`src/rtl/reg_bypass_pkg.sv`:
```
// rtl/reg_bypass_pkg.sv - shared defaults, limits and popcount helper for reg_bypass_pipe
package reg_bypass_pkg;

   localparam int DATA_WIDTH_DEF = 16;
   localparam int DEPTH_DEF      = 4;
   localparam int DEPTH_MAX      = 8;
   localparam int CNT_MAX_W      = $clog2(DEPTH_MAX + 1);

   // Number of set bits in a stage mask, sized for the largest legal pipe
   function automatic logic [CNT_MAX_W-1:0] popcount(input logic [DEPTH_MAX-1:0] v);
      logic [CNT_MAX_W-1:0] n;
      n = '0;
      for (int i = 0; i < DEPTH_MAX; i++) begin
         n = n + CNT_MAX_W'(v[i]);
      end
      return n;
   endfunction

endpackage

```
`src/rtl/reg_bypass_pipe_if.sv`:
```
// rtl/reg_bypass_pipe_if.sv - control/data bundle for reg_bypass_pipe (OCC present with REG_BYPASS_PIPE_OCC_EN)
interface reg_bypass_pipe_if #(
   parameter int DATA_WIDTH = reg_bypass_pkg::DATA_WIDTH_DEF,
   parameter int DEPTH      = reg_bypass_pkg::DEPTH_DEF
);
   localparam int LW = $clog2(DEPTH + 1);

   logic                  ENA;
   logic                  CLR;
   logic [DEPTH-1:0]      SELM;
   logic [DATA_WIDTH-1:0] D;
   logic                  D_VLD;
   logic [DATA_WIDTH-1:0] Q;
   logic                  Q_VLD;
   logic [LW-1:0]         LAT;
`ifdef REG_BYPASS_PIPE_OCC_EN
   logic [LW-1:0]         OCC;

   modport master (output ENA, CLR, SELM, D, D_VLD, input Q, Q_VLD, LAT, OCC);
   modport slave  (input ENA, CLR, SELM, D, D_VLD, output Q, Q_VLD, LAT, OCC);
`else
   modport master (output ENA, CLR, SELM, D, D_VLD, input Q, Q_VLD, LAT);
   modport slave  (input ENA, CLR, SELM, D, D_VLD, output Q, Q_VLD, LAT);
`endif
endinterface

```
`src/rtl/reg_bypass_pipe_stage.sv`:
```
// rtl/reg_bypass_pipe_stage.sv - one data+valid register with enable, clear and bypass mux
module reg_bypass_pipe_stage
   import reg_bypass_pkg::*;
#(
   parameter int DATA_WIDTH = DATA_WIDTH_DEF
) (
   input  logic                  CLK,
   input  logic                  RST,
   input  logic                  ENA,
   input  logic                  CLR,
   input  logic                  SEL,
   input  logic [DATA_WIDTH-1:0] din,
   input  logic                  din_vld,
   output logic [DATA_WIDTH-1:0] dout,
   output logic                  dout_vld
);
   logic [DATA_WIDTH-1:0] data_q;
   logic                  vld_q;

   // Register loads on every enabled edge even when bypassed, so a later switch to registered shows the last load
   always_ff @(posedge CLK or posedge RST) begin
      if (RST) begin
         data_q <= '0;
         vld_q  <= 1'b0;
      end else if (CLR) begin
         data_q <= '0;
         vld_q  <= 1'b0;
      end else if (ENA) begin
         data_q <= din;
         vld_q  <= din_vld;
      end
   end

   assign dout     = SEL ? data_q : din;
   assign dout_vld = SEL ? vld_q  : din_vld;

endmodule

```
`src/rtl/reg_bypass_pipe.sv`:
```
// rtl/reg_bypass_pipe.sv - chain of DEPTH selectable register/bypass stages; REG_BYPASS_PIPE_OCC_EN adds OCC
module reg_bypass_pipe
   import reg_bypass_pkg::*;
#(
   parameter int DATA_WIDTH = DATA_WIDTH_DEF,
   parameter int DEPTH      = DEPTH_DEF
) (
   input  logic              CLK,
   input  logic              RST,
   reg_bypass_pipe_if.slave  bus
);
   localparam int LW = $clog2(DEPTH + 1);

   logic [DATA_WIDTH-1:0] chain_d [DEPTH+1];
   logic [DEPTH:0]        chain_v;
   logic [DEPTH_MAX-1:0]  sel_ext;

   assign chain_d[0] = bus.D;
   assign chain_v[0] = bus.D_VLD;

   for (genvar i = 0; i < DEPTH; i++) begin : g_stage
      reg_bypass_pipe_stage #(
         .DATA_WIDTH (DATA_WIDTH)
      ) u_stage (
         .CLK      (CLK),
         .RST      (RST),
         .ENA      (bus.ENA),
         .CLR      (bus.CLR),
         .SEL      (bus.SELM[i]),
         .din      (chain_d[i]),
         .din_vld  (chain_v[i]),
         .dout     (chain_d[i+1]),
         .dout_vld (chain_v[i+1])
      );
   end

   assign bus.Q     = chain_d[DEPTH];
   assign bus.Q_VLD = chain_v[DEPTH];

   assign sel_ext = DEPTH_MAX'(bus.SELM);
   assign bus.LAT = LW'(popcount(sel_ext));

`ifdef REG_BYPASS_PIPE_OCC_EN
   // A registered stage drives its own valid bit, so its output valid is the stored valid
   logic [DEPTH_MAX-1:0] occ_mask;
   assign occ_mask = DEPTH_MAX'(bus.SELM & chain_v[DEPTH:1]);
   assign bus.OCC  = LW'(popcount(occ_mask));
`endif

endmodule
```
`src/flat_wrapper.sv`:
```
// flat-port wrapper written by rule: the top's interface ports become plain ports
module reg_bypass_pipe_flat import reg_bypass_pkg::*;
#(
   parameter int DATA_WIDTH = DATA_WIDTH_DEF,
   parameter int DEPTH      = DEPTH_DEF
)
  (CLK, RST, bus_ENA, bus_CLR, bus_SELM, bus_D, bus_D_VLD, bus_Q, bus_Q_VLD, bus_LAT);
  reg_bypass_pipe_if #(.DATA_WIDTH(DATA_WIDTH), .DEPTH(DEPTH)) bus_i ();
  input  logic CLK;
  input  logic RST;
  input wire logic [$bits(bus_i.ENA)-1:0] bus_ENA;
  input wire logic [$bits(bus_i.CLR)-1:0] bus_CLR;
  input wire logic [$bits(bus_i.SELM)-1:0] bus_SELM;
  input wire logic [$bits(bus_i.D)-1:0] bus_D;
  input wire logic [$bits(bus_i.D_VLD)-1:0] bus_D_VLD;
  output wire logic [$bits(bus_i.Q)-1:0] bus_Q;
  output wire logic [$bits(bus_i.Q_VLD)-1:0] bus_Q_VLD;
  output wire logic [$bits(bus_i.LAT)-1:0] bus_LAT;
  assign bus_i.ENA = bus_ENA;
  assign bus_i.CLR = bus_CLR;
  assign bus_i.SELM = bus_SELM;
  assign bus_i.D = bus_D;
  assign bus_i.D_VLD = bus_D_VLD;
  assign bus_Q = bus_i.Q;
  assign bus_Q_VLD = bus_i.Q_VLD;
  assign bus_LAT = bus_i.LAT;
  reg_bypass_pipe #(.DATA_WIDTH(DATA_WIDTH), .DEPTH(DEPTH)) u_core (.CLK(CLK), .RST(RST), .bus(bus_i));
endmodule
```
`config.mk`:
```
export PLATFORM = sky130hd
export DESIGN_NAME = reg_bypass_pipe_flat
export DESIGN_NICKNAME = d
export VERILOG_FILES = /design/src/rtl/reg_bypass_pkg.sv /design/src/rtl/reg_bypass_pipe_if.sv /design/src/rtl/reg_bypass_pipe_stage.sv /design/src/rtl/reg_bypass_pipe.sv /design/src/flat_wrapper.sv
export SDC_FILE = /design/constraint.sdc
export NUM_CORES = 1
export LEC_CHECK = 0
export ABC_AREA = 0
export CAP_MARGIN = 20
export CORE_ASPECT_RATIO = 0.8
export CORE_UTILIZATION = 55
export DETAILED_ROUTE_END_ITERATION = 10
export GPL_TIMING_DRIVEN = 1
export PLACE_DENSITY = 0.83
export SLEW_MARGIN = 25
export SYNTH_ARGS = -nofsm -noshare
export SYNTH_HDL_FRONTEND = slang
export SYNTH_SLANG_ARGS = --single-unit
export TNS_END_PERCENT = 5
```
`constraint.sdc`:
```
create_clock -name CLK -period 3.1 [get_ports CLK]
set_clock_uncertainty 0.2 [all_clocks]
set_input_delay 0.465 -clock CLK [delete_from_list [all_inputs] [get_ports CLK]]
set_output_delay 0.465 -clock CLK [all_outputs]
set_load 0.05 [all_outputs]
```
## Word-level counts from Yosys, hierarchy flattened

Index checks and enable logic that the tools add are counted.

| storage, ports and cells | value |
|---|---|
| word-level logic and storage cells | 36 |
| input port bits | 25 |
| flip-flop bits (word level) | 68 |

| operators by class | value |
|---|---|
| multiplexer cells | 24 |
| add/sub/neg operators | 3 |
| reduce and logical (&&, ||, !) cells | 1 |

Operators by type and width:

| kind | count |
|---|---|
| 16-bit two-way mux | 12 |
| 1-bit two-way mux | 12 |
| 3-bit by 1-bit adder with 3-bit output | 2 |
| 1-bit by 1-bit adder with 2-bit output | 1 |
| 2-bit nonzero test | 1 |

## Longest topological paths before layout

Gate-level depths: netlist (run 1).

| logic depth | value |
|---|---|
| depth after elaboration | 5 |
| gate-level depth with buffers | 6 |
| mapped depth without buffers | 3 |

## Modules after synthesis

A second synthesis (run 1) with hierarchy kept.

| unflattened totals | value |
|---|---|
| cells, all modules | 308 |
| area total of the unflattened synthesis | 3,897.5 sq um |

By module, submodules not included:

| module | cells each | times used | area an instance (sq um) |
|---|---|---|---|
| reg_bypass_pipe_stage | 75 | 4 | 958.4 |
| reg_bypass_pipe | 8 | 1 | 63.8 |

## Worst setup path after synthesis (run 1)

OpenSTA, ideal clock, no wires.

| timing path | value |
|---|---|
| path type | in2out |
| from | input port bus_SELM[2] |
| to | output port bus_Q[10] |
| arrival time | 1.904 ns |
| cell stages on the path | 5 |
| slack | 0.531 ns |
| required time | 2.435 ns |
| buffers on the path | 2 |
| cells stage by stage | buf_4 -> inv_2 -> clkbuf_1 -> o22ai_1 -> a21oi_1 |

| on the way | value |
|---|---|
| longest elaborated chain between the ends | 2 |

Ends and longest elaborated chain:

| item | RTL line | text |
|---|---|---|
| start: declaration | flat_wrapper.sv:13 | `input wire logic [$bits(bus_i.SELM)-1:0] bus_SELM;` |
| 16-bit two-way mux (2 in series) | reg_bypass_pipe_stage.sv:34 | `assign dout = SEL ? data_q : din;` |
| end: declaration | flat_wrapper.sv:16 | `output wire logic [$bits(bus_i.Q)-1:0] bus_Q;` |

No other way between the ends.

## Worst setup path after layout (run 1)

| timing path | value |
|---|---|
| from | input port bus_SELM[2] |
| to | output port bus_Q[8] |

The elaborated chain is that of the path after synthesis.

==> results.py, run 1 <==
metrics = {
    "run_status": {
        "status": "finished clean",
    },
    "setup_path": {
        "worstPathCellList": "clkdlybuf4s50_1 -> nand2b_1 -> buf_4 -> o22ai_1 -> a21oi_1 -> buf_12",
        "worstSetupPathType": "in2out",
        "cp_slowest_stage_delay_ns": 0.62,
        "cp-start-kind": "primary input",
        "cpLargestDelayFamily": "buffers and inverters",
        "cp.arrival_ns": 2.09,
        "critPathSlowestCell": "clkdlybuf4s50_1",
        "worstPathRequired_ns": 2.43,
        "path_buf_inv": 3,
        "crit_path_end_kind": "output port",
        "path_max_fanout": 10,
    },
    "cts": {
        "cts_root_buffer": "clkbuf_8",
        "htree_num_levels": 3,
        "cts_tree": "built",
        "ctsResizeCount": 0,
        "post_cts_buffers": 0,
        "cts_made_buffers": 9,
        "clkLatencyLatePin_ns": 0.34,
        "clk_path_buf_depth": 2,
        "postCtsHoldBufs": 0,
        "path_clk_slew_ns": 0.07,
        "clock_sinks": 68,
    },
    "global_routing": {
        "grt_pass1_wl_um": 15140,
        "track_usage": 0.2511,
        "busiest_layer": "met2",
        "grt_max_degree": 84,
        "use_met3": 0.06233,
        "antenna_found_initial": 0,
        "use_met2": 0.4021,
        "overflow": 0,
        "grt_pass1_vias": 2910,
        "use_met1": 0.3525,
    },
    "floorplan": {
        "die-height_um": 78.16,
        "start_util": 0.5730,
        "die_area_um2": 7597,
        "fp-row-count": 27,
        "ios": 45,
        "die_width_um": 97.20,
        "core_um2": 6959,
    },
    "synthesis": {
        "synth_top_area_cell": "dfrtp_1",
        "netlist_instances": 387,
        "ys_seq_area_frac": 0.4267,
        "netlist_top_cells_area": "dfrtp_1 (43%), mux2i_1 (8.5%), nand2b_1 (4.7%), o22ai_1 (4.1%), a21oi_1 (4.0%)",
        "ys_seq_elements": 68,
        "ys_warn_count": 0,
        "syn_area_per_cell_um2": 10.30,
        "synth_cell_types": 34,
        "syn_nets": 415,
        "synth_area_um2": 3988,
        "yosys.area.top_type_share": 0.4267,
    },
    "power_and_ir_drop": {
        "p_leak_nw": 2.106,
        "p_clk_frac": 0.280,
        "total_power_mw": 2.241,
        "power_density_nw_per_um2": 464.8,
        "ir_drop_uv": 294.8,
        "switching_share": 0.3175,
        "p_int_mw": 1.529,
        "combinationalPowerShare": 0.284,
        "p_seq_frac": 0.436,
        "power.switching_mw": 0.7115,
    },
    "route": {
        "viasPerCell": 6.145,
        "ant_nets": 0,
        "routedWlPerCell_um": 18.05,
        "num_vias": 3134,
        "drc_errors": 0,
        "dr.pass1.iters": 4,
        "wl_um": 9206,
        "first_iter_violations": 254,
    },
    "final_layout": {
        "final_common_cell": "dfrtp_1",
        "antenna_cells": 0,
        "drive_gt1_frac": 0.2293,
        "layout_common_cells": "dfrtp_1 (68), nor2_1 (37), mux2i_1 (34), a21oi_1 (32), nand2b_1 (30)",
        "finish.utilization": 0.6927,
        "fin_nets": 448,
        "syn2layout_area_growth_pct": 20.90,
    },
    "sta": {
        "tightest_slew_ns": 0.6451,
        "maxClockFrequency_ghz": 0.3632,
        "fin_setup_tns_ns": 0,
        "rsz0062_at_grt": "no",
        "holdWs_ns": 0.3101,
        "layout_setup_ws_ns": 0.3463,
        "slew_headroom": 0.5693,
        "min_period_ns": 2.754,
        "post-route-period-util": 0.8883,
        "finalHoldViolCount": 0,
        "setup_viol": 0,
        "final_max_slew_viol_count": 0,
    },
    "job": {
        "max_cap_viol_count": 0,
    },
    "placed_design": {
        "dp_slack_ns": 0.3500,
        "portBuffers": 44,
        "hpwl_um": 5794,
        "gp_congestion": 0.7716,
    },
    "min_path": {
        "min_path_type": "in2reg",
    },
}
area by class of cell:
cell class              instances  area [µm²]
fillers                       529        2138
multi-input cells             279        2063
flip-flops and latches         68        1702
repair buffers                 59       778.2
clock buffers                  12       145.1
well taps                      87       108.9
clock inverters                 2       12.51
inverters                       3       11.26
cells in the mapped netlist, drive strengths merged:
cell type and number:
dfrtp 68, nor2 37, o22ai 36, mux2i 34, a21oi 32, nand2b 30, o21ai 30, buf 23
a211oi 17, mux2 17, nand3b 15, o211ai 15, clkbuf 14, nand2 3, nor2b 3, ha 2
inv 2, o21bai 2, o31ai 2, or2b 2, clkinv 1, fa 1, or3 1
flip-flops by register name, indices dropped and copies added (netlist names):
signal	count
u_core.g_stage.u_stage.vld_q	4
u_core.g_stage.u_stage.data_q	64
through the flow:
step / area [µm²] / cells
2_1_floorplan: 3988 / 387
3_3_place_gp: 4663 / 496
3_5_place_dp: 4663 / 496
4_1_cts: 4821 / 510
5_1_grt: 4821 / 510
6_report: 4821 / 510
worst reg2reg max path, stage by stage, from the launching register on:
cell and delay (ns):
dfrtp_1 0.38, mux2_2 0.31, o211ai_1 0.18, a21oi_1 0.08
power by group through the flow:
stage               Combinational [mW]  Clock, mW  Sequential (mW)
global route                     0.677      0.682            0.981
floorplan                        0.409          0            0.980
finish                           0.637      0.627            0.976
CTS                              0.640      0.638            0.975
detailed placement               0.637          0            0.991
global placement                 0.621          0            0.987
kinds of logic (layout without fill, tap and decap cells):
kind of cell               count (synthesis)  in the layout  share of synthesized area
AOI/OAI and AO/OA                        134            134                     0.2403
and+or+nand+nor                           91             91                     0.1230
DFF                                       68             68                     0.4267
muxes                                     51             51                     0.1428
buffers and inverters                     40             76                    0.05585
adders and majority gates                  3              3                    0.01130
layer usage:
metal / routed length (µm) / up-vias
met1: 4192 / 1555
met5: 0 / -
met4: 42 / 0
met2: 4457 / 96
li1: - / 1475
met3: 514 / 8
path summary, 6_finish.rpt:
kind | depth (start not counted) | slack, ns | startpoint | to
worst max-delay path | 6 | 0.35 | bus_SELM[2] | bus_Q[8]
worst min-delay path | 3 | 0.31 | bus_ENA | u_core.g_stage[2].u_stage.data_q[1]$_DFFE_PP0P_
worst max register to register | 3 | 1.81 | u_core.g_stage[0].u_stage.data_q[2]$_DFFE_PP0P_ | u_core.g_stage[2].u_stage.data_q[2]$_DFFE_PP0P_
worst min register to register | 2 | 0.32 | u_core.g_stage[0].u_stage.data_q[3]$_DFFE_PP0P_ | u_core.g_stage[0].u_stage.data_q[3]$_DFFE_PP0P_
max in group asynchronous | 3 | 1.73 | RST | u_core.g_stage[0].u_stage.data_q[13]$_DFFE_PP0P_
min in group asynchronous | 2 | 0.33 | RST | u_core.g_stage[1].u_stage.data_q[3]$_DFFE_PP0P_
(Power assumes the default switching activity.)
==> inputs of run 2 (changes only) <==
==> constraint.sdc (replaced) <==
create_clock -name CLK -period 3.1 [get_ports CLK]
set_clock_uncertainty 0.2 [all_clocks]
set_input_delay 0.465 -clock CLK [delete_from_list [all_inputs] [get_ports CLK]]
set_output_delay 0.465 -clock CLK [all_outputs]
set_load 0.005 [all_outputs]
==> run 2 against run 1 <==
Against the previous run:
- routed wire length shrank 5.0%
- critical endpoint is now bus_LAT[1]
- sequential share of layout area grew 1.4 points
- largest cell class unchanged
- die area is the same
- fmax shrank 9.0%
- worst hold slack lost 0.031 ns
- clock power grew 13%
- combinational power shrank 29%
- sequential cell count is the same
==> results.py, run 2 (synthesis gave the netlist of run 1 again) <==
metrics = {
    "floorplan": {
        "start_util": 0.5730,
        "die_area_um2": 7597,
        "die_width_um": 97.20,
        "ios": 45,
        "core_um2": 6959,
        "die-height_um": 78.16,
        "fp-row-count": 27,
    },
    "sta": {
        "tightest_slew_ns": 0.9666,
        "slew_headroom": 0.3543,
        "finalHoldViolCount": 0,
        "fin_setup_tns_ns": 0,
        "min_period_ns": 3.026,
        "final_max_slew_viol_count": 0,
        "setup_viol": 0,
        "maxClockFrequency_ghz": 0.3305,
        "rsz0062_at_grt": "no",
        "post-route-period-util": 0.9761,
    },
    "setup_path": {
        "worstSetupPathType": "in2out",
        "crit_path_end_kind": "output port",
        "cp-start-kind": "primary input",
        "path_max_fanout": 2,
        "cp_slowest_stage_delay_ns": 0.50,
        "path_buf_inv": 2,
        "critPathSlowestCell": "clkdlybuf4s50_1",
        "worstPathCellList": "clkdlybuf4s50_1 -> ha_1 -> fa_1 -> ha_1 -> clkdlybuf4s50_1",
        "cp.arrival_ns": 2.36,
        "cpLargestDelayFamily": "buffers and inverters",
        "worstPathRequired_ns": 2.43,
    },
    "placed_design": {
        "placed_cell_area_um2": 4441,
        "gp_congestion": 0.7778,
        "hpwl_um": 5358,
        "portBuffers": 44,
    },
    "final_layout": {
        "final_common_cell": "dfrtp_1",
        "antenna_cells": 0,
        "layout_common_cells": "dfrtp_1 (68), clkdlybuf4s50_1 (41), nor2_1 (37), mux2i_1 (34), a21oi_1 (32)",
        "largest_register_ffs": 64,
        "top_regs": "u_core.g_stage.u_stage.data_q: 64 flops, u_core.g_stage.u_stage.vld_q: 4 flops",
        "fin_nets": 445,
        "post-route-cell-area_um2": 4632,
        "largest-register": "u_core.g_stage.u_stage.data_q",
        "syn2layout_area_growth_pct": 16.16,
        "drive_gt1_frac": 0.1758,
    },
    "route": {
        "viasPerCell": 6.012,
        "first_iter_violations": 142,
        "ant_nets": 0,
        "num_vias": 3054,
        "drc_errors": 0,
        "routedWlPerCell_um": 17.21,
        "dr.pass1.iters": 4,
        "wl_um": 8745,
    },
    "cts": {
        "cts_made_buffers": 9,
        "cts_tree": "built",
        "clkLatencyLatePin_ns": 0.34,
        "cts_root_buffer": "clkbuf_8",
        "clk_path_buf_depth": 2,
        "clock_sinks": 68,
        "htree_num_levels": 3,
        "post_cts_buffers": 0,
        "path_clk_slew_ns": 0.07,
    },
    "power_and_ir_drop": {
        "power_density_nw_per_um2": 460.0,
        "p_seq_frac": 0.457,
        "power.switching_mw": 0.5781,
        "p_int_mw": 1.553,
        "ir_drop_uv": 297.7,
        "p_clk_frac": 0.331,
        "p_leak_nw": 2.005,
        "combinationalPowerShare": 0.211,
        "switching_share": 0.2713,
    },
    "global_routing": {
        "grt_pass1_vias": 3063,
        "grt_max_degree": 100,
        "grt_pass1_wl_um": 15010,
        "overflow": 0,
        "antenna_found_initial": 0,
        "track_usage": 0.2496,
    },
    "run_status": {
        "status": "finished clean",
    },
    "min_path": {
        "min_path_type": "in2async",
    },
    "job": {
        "max_cap_viol_count": 0,
    },
}
[run 2: changes by cell type in the layout (fill, tap and decap cells not counted), sizes merged]
cell,previous run,this run
clkbuf,12,13
clkinvlp,1,0
clkdlybuf4s50,21,41
buf,38,15
bufinv,0,1
[run 2: through the flow]
step                      utilization  std cells  setup WS, ns  power (mW)  hold WS [ns]
after floorplan                     -        387        0.7235       1.285        0.2723
final                          0.6656        508       0.07416       2.131        0.2789
after detailed placement       0.6381        493       0.06638       1.442        0.3055
after global routing           0.6656        508      0.001486       2.235        0.3308
after CTS                      0.6645        508       0.05573       2.153        0.2910
after global placement         0.6381        493        0.1070       1.427        0.2979
[run 2: power by group through the flow]
stage	sequential [mW]	clock (mW)	combinational [mW]
final	0.975	0.706	0.450
after floorplan	0.980	0	0.305
after global routing	0.980	0.760	0.494
after CTS	0.974	0.726	0.453
after global placement	0.988	0	0.440
after detailed placement	0.990	0	0.452
[run 2: repair_timing]
action	in CTS	in global routing
endpoints found under the setup margin	0	3
hold buffers	0	0
gates resized for setup	0	1
[run 2: routing by layer]
metal | global-route usage | vias to the layer above | share of wire
met5 | 0 | - | 0
met4 | 0.08358 | 0 | 0.013
met3 | 0.06322 | 10 | 0.045
met2 | 0.4077 | 72 | 0.48
met1 | 0.3260 | 1497 | 0.47
li1 | - | 1475 | -
[run 2: final timing paths]
path                       cells after the start                                            start  slack [ns]                                          endpoint
max                                            5                                      bus_SELM[0]        0.07                                        bus_LAT[1]
min                                            2                                              RST        0.28   u_core.g_stage[1].u_stage.data_q[3]$_DFFE_PP0P_
max reg2reg                                    3  u_core.g_stage[0].u_stage.data_q[3]$_DFFE_PP0P_        1.82   u_core.g_stage[2].u_stage.data_q[3]$_DFFE_PP0P_
min reg2reg                                    2  u_core.g_stage[0].u_stage.data_q[6]$_DFFE_PP0P_        0.32   u_core.g_stage[0].u_stage.data_q[6]$_DFFE_PP0P_
max in group asynchronous                      3                                              RST        1.71  u_core.g_stage[1].u_stage.data_q[11]$_DFFE_PP0P_
min in group CLK                               2  u_core.g_stage[0].u_stage.data_q[6]$_DFFE_PP0P_        0.32   u_core.g_stage[0].u_stage.data_q[6]$_DFFE_PP0P_
[run 2: area by class of cell]
type                            count  area, µm²
Timing Repair Buffer               56      563.0
Fill cell                         554       2327
Tap cell                           87      108.9
Inverter                            3      11.26
Clock inverter                      2      35.03
Clock buffer                       13      148.9
Sequential cell                    68       1702
Multi-Input combinational cell    279       2063
[run 2: worst reg2reg max path, delay by kind of cell, from the launching register on]
kind	cells	cell delay [ns]
multiplexers	1	0.30
flip-flops	1	0.38
AO/OA/AOI/OAI	2	0.27
==> inputs of run 3 (changes only) <==
--- a/config.mk
+++ b/config.mk
@@ -12,6 +12,7 @@
 export DETAILED_ROUTE_END_ITERATION = 10
 export GPL_TIMING_DRIVEN = 1
 export PLACE_DENSITY = 0.83
+export SKIP_LAST_GASP = 1
 export SLEW_MARGIN = 25
 export SYNTH_ARGS = -nofsm -noshare
 export SYNTH_HDL_FRONTEND = slang
==> constraint.sdc (replaced) <==
create_clock -name CLK -period 3.1 [get_ports CLK]
set_clock_uncertainty 0.2 [all_clocks]
set_input_delay 0.93 -clock CLK [delete_from_list [all_inputs] [get_ports CLK]]
set_output_delay 0.93 -clock CLK [all_outputs]
set_load 0.005 [all_outputs]
==> run 3 against run 2 <==
Against the previous run:
- the run now ends with negative setup slack left
- critical path depth up 2
- sequential power about the same
- core utilization up 5.4 points
- fmax down 5.9%
- first-iteration DRC count up 86%
- non-clock buffer count up 26
- sequential share of layout area down 2.8 points
- final cell count up 5.3%
- via count up 8.1%
- global-route usage up 2.7 points
- die area unchanged
- critical endpoint is now bus_Q[11]
- largest power group unchanged
==> results.py, run 3 (synthesis gave the netlist of run 1 again) <==
metrics = {
    "power_and_ir_drop": {
        "ir_drop_uv": 333.2,
        "p_leak_nw": 2.222,
        "total_power_mw": 2.394,
        "power_density_nw_per_um2": 477.9,
    },
    "route": {
        "first_iter_violations": 264,
        "num_vias": 3301,
        "dr.pass1.iters": 5,
        "ant_nets": 0,
        "routedWlPerCell_um": 18.72,
        "drc_errors": 0,
        "dr.max_layer_used": "met4",
        "wl_met3_um": 573,
        "wl_um": 10020,
        "viasPerCell": 6.170,
        "wl_met1_um": 4272,
        "met2_length_um": 4924,
    },
    "placed_design": {
        "hpwl_um": 5675,
        "portBuffers": 44,
        "dp_slack_ns": -0.8896,
        "gp_congestion": 0.7939,
    },
    "floorplan": {
        "ios": 45,
        "start_util": 0.5730,
        "core_um2": 6959,
        "fp-row-count": 27,
        "die-height_um": 78.16,
        "die_area_um2": 7597,
        "die_width_um": 97.20,
    },
    "final_layout": {
        "final_common_cell": "dfrtp_1",
        "antenna_cells": 0,
        "syn2layout_area_growth_pct": 25.64,
        "top_regs": "u_core.g_stage.u_stage.data_q: 64 flops, u_core.g_stage.u_stage.vld_q: 4 flops",
        "layout_common_cells": "dfrtp_1 (68), nor2_1 (37), mux2i_1 (34), nand2b_1 (29)",
        "largest-register": "u_core.g_stage.u_stage.data_q",
        "drive_gt1_frac": 0.3058,
        "fin_nets": 471,
        "finish.utilization": 0.7199,
        "largest_register_ffs": 64,
    },
    "global_routing": {
        "grt_pass1_vias": 3332,
        "overflow": 0,
        "grt_max_degree": 100,
        "track_usage": 0.2767,
        "antenna_found_initial": 0,
        "grt_pass1_wl_um": 16470,
    },
    "sta": {
        "post-route-period-util": 1.038,
        "rsz0062_at_grt": "yes",
        "holdWs_ns": 0.3222,
        "tightest_slew_ns": 0.7776,
        "layout_setup_ws_ns": -0.1167,
        "slew_headroom": 0.4805,
        "fin_setup_tns_ns": -1.306,
        "maxClockFrequency_ghz": 0.3109,
        "min_period_ns": 3.217,
        "finalHoldViolCount": 0,
        "final_max_slew_viol_count": 0,
        "setup_viol": 20,
    },
    "cts": {
        "cts_made_buffers": 9,
        "clk_path_buf_depth": 2,
        "postCtsHoldBufs": 0,
        "htree_num_levels": 3,
        "path_clk_slew_ns": 0.08,
        "clock_sinks": 68,
        "clkLatencyLatePin_ns": 0.35,
        "cts_root_buffer": "clkbuf_8",
        "cts_tree": "built",
    },
    "setup_path": {
        "r2r_end": "u_core.g_stage[3].u_stage.data_q[0]$_DFFE_PP0P_",
        "worstReg2RegStart": "u_core.g_stage[0].u_stage.data_q[0]$_DFFE_PP0P_",
        "worstPathRequired_ns": 1.97,
        "worstSetupPathType": "in2out",
        "crit_path_end_kind": "output port",
        "cp-start-kind": "primary input",
        "r2r_slack_ns": 1.65,
        "cp.arrival_ns": 2.09,
        "path_max_fanout": 6,
        "startpoint": "bus_SELM[1]",
        "rr_worst_depth": 4,
    },
    "min_path": {
        "hold_start": "u_core.g_stage[0].u_stage.data_q[7]$_DFFE_PP0P_",
        "min_to": "u_core.g_stage[0].u_stage.data_q[7]$_DFFE_PP0P_",
        "hold_depth": 2,
        "min_path_type": "reg2reg",
    },
    "job": {
        "max_cap_viol_count": 0,
    },
    "run_status": {
        "status": "complete, but fails checks",
        "violations": "negative setup slack",
    },
}
## run 3: changes by cell type in the layout (fill, tap and decap cells not counted), sizes merged
cell           before  now
buf                15   59
bufinv              1    3
clkbuf             13    9
clkdlybuf4s15       0    4
clkdlybuf4s50      41   18
clkinv              2    3
clkinvlp            0    1
dlygate4sd2         0    1
inv                 2    3
## run 3: repair_timing
action / 4_1_cts / 5_1_grt
buffers inserted: 4 / 1
resized for setup: 108 / 2
endpoints found under the setup margin: 20 / 20
pin swaps: 5 / 2
## run 3: stage by stage
stage | instance area (µm²) | cells
after floorplan | 3988 | 387
after global placement | 4643 | 515
after detailed placement | 4643 | 515
after CTS | 5012 | 535
after global routing | 5010 | 535
final | 5010 | 535
## run 3: layout make-up
type	instances	area, µm²
multi-input combinational	279	2191
fill	490	1949
sequential	68	1702
timing repair buffer	82	747.0
clock buffer	9	123.9
clock inverter	7	123.9
tap	87	108.9
inverter	3	13.76
## run 3: critical path, cell delays in order
cell	delay, ns
buf_8	0.10
buf_6	0.11
or3_4	0.43
buf_12	0.18
o22ai_4	0.13
a21oi_2	0.07
buf_2	0.14
## run 3: worst max-delay path by stage
stage	endpoint	slack (ns)	cells after the start
floorplan	bus_LAT[1]	0.11	3
global placement	bus_LAT[1]	-0.82	5
detailed placement	bus_LAT[1]	-0.89	5
CTS	bus_Q[11]	-0.1	8
global route	bus_Q[11]	-0.14	7
finish	bus_Q[11]	-0.12	7
## run 3: power breakdown
part | total [mW] | internal (mW) | switching (mW)
clock network | 0.907 | 0.539 | 0.367
registers | 0.978 | 0.939 | 0.0391
logic | 0.509 | 0.249 | 0.260
## run 3: routing by layer
metal  vias to the layer above  global-route usage
met5                         -                   0
met3                        25             0.06857
li1                       1530                   -
met2                       126              0.4655
met4                         0              0.1269
met1                      1620              0.3386
